$ cat config.mk
export PLATFORM = sky130hd
export DESIGN_NAME = pi_pwm_driver_flat
export DESIGN_NICKNAME = d
export VERILOG_FILES = /design/src/rtl/pwm_pkg.sv /design/src/rtl/pi_pwm_driver_if.sv /design/src/rtl/pwm_deadtime_gen.sv /design/src/rtl/pi_pwm_driver.sv /design/src/flat_wrapper.sv
export SDC_FILE = /design/constraint.sdc
export NUM_CORES = 1
export LEC_CHECK = 0
export BUFFER_PORTS_ARGS = -buffer_cell sky130_fd_sc_hd__buf_4
export CORE_MARGIN = 8
export CORE_UTILIZATION = 45
export CTS_CLUSTER_DIAMETER = 40
export DETAILED_ROUTE_END_ITERATION = 7
export PLACE_DENSITY_LB_ADDON = 0.1
export SETUP_SLACK_MARGIN = 0.2
export SLEW_MARGIN = 20
export SYNTH_ARGS = -nofsm -noshare
export SYNTH_HDL_FRONTEND = slang
export SYNTH_SLANG_ARGS = --single-unit
export TNS_END_PERCENT = 30
$ cat constraint.sdc
create_clock -name clk -period 2.9 [get_ports clk]
set_clock_uncertainty 0.15 [all_clocks]
set_input_delay 0.145 -clock clk [delete_from_list [all_inputs] [get_ports clk]]
set_output_delay 0.145 -clock clk [all_outputs]
set_load 0.02 [all_outputs]
$ cat src/rtl/pwm_pkg.sv
// Shared definitions for the PI loop PWM stage: data widths, FSM state
// names and the duty clamp that the PI stage and the PWM driver both use.
package pwm_pkg;
  localparam int PI_W  = 16;
  localparam int CNT_W = 8;

  typedef logic signed [PI_W-1:0] pi_t;
  typedef logic [CNT_W-1:0]       duty_t;

  typedef enum logic [1:0] {
    ST_IDLE  = 2'd0,
    ST_RUN   = 2'd1,
    ST_DRAIN = 2'd2
  } pwm_state_e;

  typedef struct packed {
    logic  sat;
    duty_t duty;
  } clamp_t;

  // Limit a signed PI result to 0..limit; the compare is done one bit wider
  // than the input so the largest positive PI value cannot wrap negative.
  function automatic clamp_t clamp_duty(input pi_t val, input duty_t limit);
    logic signed [PI_W:0] v;
    logic signed [PI_W:0] lim;
    clamp_t r;
    v   = {val[PI_W-1], val};
    lim = {{(PI_W+1-CNT_W){1'b0}}, limit};
    if (v[PI_W]) begin
      r.sat  = 1'b1;
      r.duty = '0;
    end else if (v > lim) begin
      r.sat  = 1'b1;
      r.duty = limit;
    end else begin
      r.sat  = 1'b0;
      r.duty = val[CNT_W-1:0];
    end
    return r;
  endfunction
endpackage

$ cat src/rtl/pi_pwm_driver_if.sv
// Bus between the PI controller side and the PWM driver: run request,
// PI result handshake, and the PWM status/drive outputs.
interface pi_pwm_driver_if;
  import pwm_pkg::*;

  logic  en;
  pi_t   pi_result;
  logic  pi_valid;
  logic  sample_req;
  logic  pwm_hi;
  logic  pwm_lo;
  duty_t duty_active;
  logic  sat;

  modport master (
    output en, pi_result, pi_valid,
    input  sample_req, pwm_hi, pwm_lo, duty_active, sat
  );

  modport slave (
    input  en, pi_result, pi_valid,
    output sample_req, pwm_hi, pwm_lo, duty_active, sat
  );
endinterface

$ cat src/rtl/pwm_deadtime_gen.sv
// Splits the raw PWM into complementary high/low drives. Each output only
// asserts once its raw level has held for more than DEADTIME cycles, which
// gives DEADTIME both-low cycles after every edge and swallows short pulses.
module pwm_deadtime_gen #(
  parameter int CNT_W    = 8,
  parameter int DEADTIME = 2
) (
  input  logic clk,
  input  logic rst,
  input  logic active,
  input  logic raw,
  output logic pwm_hi,
  output logic pwm_lo
);
  localparam logic [CNT_W-1:0] HOLD = CNT_W'(DEADTIME + 1);

  logic             prev_raw;
  logic [CNT_W-1:0] len_q;
  logic [CNT_W-1:0] len;

  // Cycles the current raw level has persisted, saturating at HOLD
  always_comb begin
    len = CNT_W'(1);
    if (len_q != '0 && raw == prev_raw)
      len = (len_q == HOLD) ? HOLD : len_q + 1'b1;
  end

  // Remember last level and run length; an inactive cycle breaks the run
  always_ff @(posedge clk or posedge rst) begin
    if (rst) begin
      prev_raw <= 1'b0;
      len_q    <= '0;
    end else begin
      prev_raw <= raw;
      len_q    <= active ? len : '0;
    end
  end

  assign pwm_hi = active &&  raw && (len == HOLD);
  assign pwm_lo = active && !raw && (len == HOLD);
endmodule

$ cat src/rtl/pi_pwm_driver.sv
// PWM output stage of the PI loop. Clamps each PI result into a shadow
// register, applies it at period boundaries and paces the PI controller
// with a sample_req pulse at the start of every running period.
// Optional feature: define PWM_DEADTIME_EN to route the raw PWM through
// pwm_deadtime_gen; otherwise pwm_lo is the plain complement while running.
module pi_pwm_driver import pwm_pkg::*; #(
  parameter int PERIOD   = 10,
  parameter int DEADTIME = 2
) (
  input logic            clk,
  input logic            rst,
  pi_pwm_driver_if.slave bus
);
  localparam logic [1:0] IDLE  = ST_IDLE;
  localparam logic [1:0] RUN   = ST_RUN;
  localparam logic [1:0] DRAIN = ST_DRAIN;

  localparam duty_t PERIOD_D = duty_t'(PERIOD);
  localparam duty_t LAST     = duty_t'(PERIOD - 1);

  if (PERIOD < 2 || PERIOD > (1 << CNT_W) - 1 || DEADTIME < 0) begin : g_bad_params
    $error("pi_pwm_driver: PERIOD or DEADTIME out of range");
  end

  logic [1:0] state;
  logic [1:0] state_nxt;
  duty_t      cnt;
  duty_t      shadow;
  duty_t      duty_active;
  duty_t      shadow_nxt;
  logic       sat;
  logic       pwm_raw;
  logic       pwm_act;
  logic       running;
  logic       wrap;
  clamp_t     clamp;

  // A result arriving on the load cycle bypasses the shadow register
  assign clamp      = clamp_duty(bus.pi_result, PERIOD_D);
  assign shadow_nxt = bus.pi_valid ? clamp.duty : shadow;
  assign running    = (state != IDLE);
  assign wrap       = running && (cnt == LAST);

  // Run/drain sequencing; a drain can be cancelled without touching cnt
  always_comb begin
    state_nxt = state;
    case (state)
      IDLE:    if (bus.en) state_nxt = RUN;
      RUN:     if (!bus.en) state_nxt = DRAIN;
      DRAIN:   if (bus.en) state_nxt = RUN;
               else if (wrap) state_nxt = IDLE;
      default: state_nxt = IDLE;
    endcase
  end

  // State, period counter, shadow/active duty and registered raw PWM
  always_ff @(posedge clk or posedge rst) begin
    if (rst) begin
      state       <= IDLE;
      cnt         <= '0;
      shadow      <= '0;
      duty_active <= '0;
      sat         <= 1'b0;
      pwm_raw     <= 1'b0;
      pwm_act     <= 1'b0;
    end else begin
      state <= state_nxt;
      if (bus.pi_valid) begin
        shadow <= clamp.duty;
        sat    <= clamp.sat;
      end
      if (!running || wrap) cnt <= '0;
      else                  cnt <= cnt + 1'b1;
      if (wrap || (state == IDLE && bus.en))
        duty_active <= shadow_nxt;
      pwm_act <= running;
      pwm_raw <= running && (cnt < duty_active);
    end
  end

  assign bus.sample_req  = (state == RUN) && (cnt == '0);
  assign bus.duty_active = duty_active;
  assign bus.sat         = sat;

`ifdef PWM_DEADTIME_EN
  pwm_deadtime_gen #(
    .CNT_W    (CNT_W),
    .DEADTIME (DEADTIME)
  ) u_deadtime (
    .clk    (clk),
    .rst    (rst),
    .active (pwm_act),
    .raw    (pwm_raw),
    .pwm_hi (bus.pwm_hi),
    .pwm_lo (bus.pwm_lo)
  );
`else
  assign bus.pwm_hi = pwm_raw;
  assign bus.pwm_lo = pwm_act & ~pwm_raw;
`endif
endmodule
$ cat src/flat_wrapper.sv
// flat-port wrapper written by rule: the top's interface ports become plain ports
module pi_pwm_driver_flat import pwm_pkg::*;
#(
  parameter int PERIOD   = 10,
  parameter int DEADTIME = 2
)
  (clk, rst, bus_en, bus_pi_result, bus_pi_valid, bus_sample_req, bus_pwm_hi, bus_pwm_lo, bus_duty_active, bus_sat);
  pi_pwm_driver_if bus_i ();
  input logic clk;
  input logic rst;
  input wire logic [$bits(bus_i.en)-1:0] bus_en;
  input wire logic [$bits(bus_i.pi_result)-1:0] bus_pi_result;
  input wire logic [$bits(bus_i.pi_valid)-1:0] bus_pi_valid;
  output wire logic [$bits(bus_i.sample_req)-1:0] bus_sample_req;
  output wire logic [$bits(bus_i.pwm_hi)-1:0] bus_pwm_hi;
  output wire logic [$bits(bus_i.pwm_lo)-1:0] bus_pwm_lo;
  output wire logic [$bits(bus_i.duty_active)-1:0] bus_duty_active;
  output wire logic [$bits(bus_i.sat)-1:0] bus_sat;
  assign bus_i.en = bus_en;
  assign bus_i.pi_result = bus_pi_result;
  assign bus_i.pi_valid = bus_pi_valid;
  assign bus_sample_req = bus_i.sample_req;
  assign bus_pwm_hi = bus_i.pwm_hi;
  assign bus_pwm_lo = bus_i.pwm_lo;
  assign bus_duty_active = bus_i.duty_active;
  assign bus_sat = bus_i.sat;
  pi_pwm_driver #(.PERIOD(PERIOD), .DEADTIME(DEADTIME)) u_core (.clk(clk), .rst(rst), .bus(bus_i));
endmodule
# Yosys cells after proc, flatten, opt, wreduce, memory -nomap -nowiden

Index checks and enable logic that the tools add are counted.

Word-level logic and storage cells: 38
Flip-flop bits (word level): 29
Output and inout port bits: 12

Equal/unequal tests: 6
Reduce and logical (&&, ||, !) cells: 11
Bitwise logic cells: 2
Mux-type cells: 9
Add/sub/neg operators: 1
$lt $le $gt $ge: 2

Operator list:

| operator                                               | number |
|---|---|
| 2-to-1 mux 9 bit                                       | 2 |
| > comparator 16 x 5 -> 1 bit (second input constant)   | 1 |
| 2-to-1 mux 8 bit                                       | 2 |
| adder 8 x 1 -> 8 bit (second input constant)           | 1 |
| equality test 8 x 4 -> 1 bit (second input constant)   | 1 |
| logical NOT 8 bit                                      | 1 |
| < comparator 8 bit                                     | 1 |
| 2-to-1 mux 2 bit                                       | 4 |
| case mux 2 bit (3 select lines)                        | 1 |
| logical AND 1 bit                                      | 4 |
| inequality test 2 bit (second input constant)          | 2 |
| inequality test 3 x 2 -> 1 bit (second input constant) | 1 |
| AND reduction 3 bit                                    | 1 |
| equality test 2 x 1 -> 1 bit (second input constant)   | 1 |
| equality test 2 bit (second input constant)            | 1 |
| logical NOT 2 bit                                      | 1 |
| logical OR 1 bit                                       | 2 |
| nonzero test 2 bit                                     | 1 |
| bitwise AND 1 bit                                      | 1 |
| logical NOT 1 bit                                      | 1 |
| NOT 1 bit                                              | 1 |

# Depth between registers and ports, before layout

Word-level depth: 5
Depth in mapped cells: 6

# Least setup slack after synthesis

Ideal clock, no wire load.

Path kind: flip-flop to flip-flop
From: reg u_core.cnt[2]
To: reg u_core.duty_active[0] (netlist: u_core.bus.duty_active[0])
Setup time: 0.125 ns
Slack: 0.889 ns
Cell stages (with the launch flop): 5
Clock period less this slack: 2.011 ns
Arrival: 1.736 ns
Cells stage by stage: dfrtp_1 -> or3_4 -> o41ai_4 -> o21ai_4 -> mux2_2

Word-level cells in the longest chain between the ends: 3

Ends and longest elaborated chain:

| what                         | line                | text |
|---|---|---|
| start, declared              | pi_pwm_driver.sv:27 | `duty_t cnt;` |
| start signal, assigned       | pi_pwm_driver.sv:73 | `else cnt <= cnt + 1'b1;` |
| equality test 8 x 4 -> 1 bit | pi_pwm_driver.sv:42 | `assign wrap = running && (cnt == LAST);` |
| logical AND 1 bit            | pi_pwm_driver.sv:42 |  |
| logical OR 1 bit             | pi_pwm_driver.sv:74 | `if (wrap \|\| (state == IDLE && bus.en))` |
| end signal, assigned         | pi_pwm_driver.sv:75 | `duty_active <= shadow_nxt;` |
| end, declared                | pi_pwm_driver.sv:29 | `duty_t duty_active;` |

Every way passes these cells.
A chain may end at the register's enable or synchronous reset.

# Worst setup path after layout

Same ends and word-level chain as after synthesis.

==> results.cfg <==
[outcome]
status = finished, final reports clean

[route]
drc = 0
first_iter_violations = 47
post_drt_wl_per_cell_um = 13.7
drt-total-wl_um = 2940
drt-pass1-iter-count = 4
ant_nets = 0
viasPerCell = 4.88
route.vias.total = 1050

[worst_setup_path]
crit_path_cell_trace = or3_4 -> o41ai_4 -> o21ai_4 -> mux2_2
cp_top_family = compound AO/OA/AOI/OAI gates
timing.rr.start = u_core.cnt[2]$_DFF_PP0_
reg2reg_depth = 4
slowest_delay_ns = 0.53
cp_max_fo = 10
cp_slowest_cell = o41ai_4
r2r_slack_ns = 0.70
cp-start-kind = flip-flop
reg2reg_to = u_core.bus.duty_active[0]$_DFFE_PP0P_
cp_data_required_time_ns = 2.96
critPathBufInv = 0
critPathArrivalTime_ns = 2.26
cp-end-kind = flip-flop
critical_path.startpoint = u_core.cnt[2]$_DFF_PP0_
crit_type = flip-flop to flip-flop

[timing]
worstMarginPinSlew_ns = 0.632
rsz0062_at_grt = false
relSlewSlack = 0.577
timing.fmax_mhz = 455
post-route-min-period_ns = 2.20
finalMaxSlewViolations = 0
hold_viol = 0
tns_ns = 0
setup_viol = 0
fin_crit_sh = 0.757
postLayoutSetupSlackWorst_ns = 0.704

[yosys]
synth.distinct_cells = 32
yosysWarningCount = 0
synth_area_mm2 = 0.00144
ys_ff_latch = 29
dominantRegCellSynth = dfrtp_1
yosysSeqAreaShare = 0.503
synthesis.nets = 157
async_flop_share = 1.00
syn_inst = 127
synth.avg_cell_area_um2 = 11.3
synth_edf_count = 0

[layout]
finalNetCount = 200
fin_cells = 215
syn2layout_area_growth_pct = 28.7
layout-drive-gt1-share = 0.310
antenna_cells = 0

[placement]
dp_hpwl_um = 2240
place_ws_ns = 0.703
io_buffers = 31
gp_congestion = 0.740
place_inst = 201

[cts]
clock_latency_ns = 0.32
clock_sinks = 29
cts_tree = built
cts-root-buf = clkbuf_4
cts.htree.levels = 2
cts_made_buffers = 5
cts_max_path_buffers = 2
path_clk_slew_ns = 0.09

[worst_hold_path]
min-delay-start = bus_pi_result[15]
whs_path_depth = 4
min_to = u_core.shadow[0]$_DFF_PP0_
hold_path_class = primary input to flip-flop

[global_routing]
track_usage = 0.128
grt_overflow = 0
grt_pass1_vias = 1121
grt_pass1_wl_um = 5150
antenna_found_initial = 0
grt_max_degree = 30

[pwr]
intPower_mw = 0.716
p_comb_frac = 0.261
p_total_mw = 1.03
p_seq_frac = 0.470
switching_power_mw = 0.311
powerDensity_mw_per_mm2 = 554
vdd.ir_drop.worst_v = 0.000321
switching_share = 0.303
power.static_leakage_nw = 0.888
clkPwrFrac = 0.269

[floorplan]
initial_core_util = 0.472
rows = 20
core_area_mm2 = 0.00305
io_pins = 32
die_w_um = 72.6
die-area_mm2 = 0.00527
die_h_um = 72.6

[run]
cap_viol_max_count = 0
## metal layers
metal	wire length, um	track usage	up-vias
li1	-	-	536
met1	1300	0.141	495
met2	1460	0.210	15
met3	130	0.0508	4
met4	48	0.0578	0
met5	0	0	-
## cells by family after synthesis
kind of cell,count (synthesis),synth area share
compound gates,18,0.106
xor+xnor,6,0.0365
fa+ha+maj,10,0.0868
buf+inv,17,0.0443
flops,29,0.503
mux,9,0.0703
simple gates,38,0.153
## power by group through the flow
stage | clock network (mW) | logic, mW | registers, mW
floorplan | 0 | 0.159 | 0.501
global placement | 0 | 0.264 | 0.490
detailed placement | 0 | 0.264 | 0.492
CTS | 0.287 | 0.272 | 0.484
global route | 0.302 | 0.303 | 0.490
finish | 0.277 | 0.268 | 0.483
## cell usage after synthesis, types with 2 or more instances
master    instances  area share
a21oi_1           2      0.0069
or4_1             2       0.010
o22ai_1           4       0.017
xor2_1            5       0.030
nand3_1           6       0.021
mux2_2            9       0.070
nor2_1           10       0.026
nor4_1            2      0.0087
inv_1            16       0.042
o21ai_0           2      0.0069
a211oi_1          3       0.016
ha_1             10       0.087
or3_1             2      0.0087
dfrtp_1          29        0.50
nor2b_1           7       0.030
nand2b_1          2      0.0087
## per-stage QoR
stage | utilization | cell area [um2] | hold WS [ns]
6_report | 0.608 | 1860 | 0.0201
5_1_grt | 0.608 | 1860 | 0.0184
4_1_cts | 0.608 | 1860 | 0.00940
3_5_place_dp | 0.565 | 1730 | 0.196
3_3_place_gp | 0.565 | 1730 | 0.197
2_1_floorplan | - | 1440 | 0.0605
## state kept, by name, indices dropped and copies added, names as in the netlist
register                count
u_core.shadow               8
u_core.bus.duty_active      8
u_core.bus.pwm_hi           1
u_core.cnt                  8
u_core.pwm_act              1
u_core.bus.sat              1
u_core.state                2
## worst reg2reg max path: stages, from the launching register on
cell and delay (ns):
dfrtp_1 0.44, or3_4 0.42, o41ai_4 0.53, o21ai_4 0.22, mux2_2 0.32
## cells in the final DEF, fill, tap and decap left out, drive strengths merged, types with 3 or more instances in the layout
cell / instances
inv: 16
ha: 10
a211oi: 3
nor2b: 7
nor2: 10
clkbuf: 7
nand3: 6
buf: 31
mux2: 9
o21ai: 3
o22ai: 4
xor2: 5
or3: 3
dlygate4sd3: 6
dfrtp: 29
## repair_timing
action,4_1_cts,5_1_grt
setup buffers,0,0
resized for setup,0,0
hold endpoints to repair,40,0
hold buffers,6,0
## final cells by class
class                   instances  area [um2]
clock buffers                   7        65.1
clock inverters                 1        5.00
fillers                       275        1200
inverters                      16        60.1
multi-input cells              81         652
flip-flops and latches         29         726
well taps                      44        55.1
repair buffers                 37         293
## how the worst max path moves through the flow
stage                                       endpoint  depth (start not counted)
3_5_place_dp   u_core.bus.duty_active[4]$_DFFE_PP0P_                          4
5_1_grt        u_core.bus.duty_active[2]$_DFFE_PP0P_                          6
6_report       u_core.bus.duty_active[0]$_DFFE_PP0P_                          4
4_1_cts        u_core.bus.duty_active[4]$_DFFE_PP0P_                          4
3_3_place_gp   u_core.bus.duty_active[0]$_DFFE_PP0P_                          4
2_1_floorplan  u_core.bus.duty_active[0]$_DFFE_PP0P_                          4
Note: power is estimated with default switching activity, not from simulation.
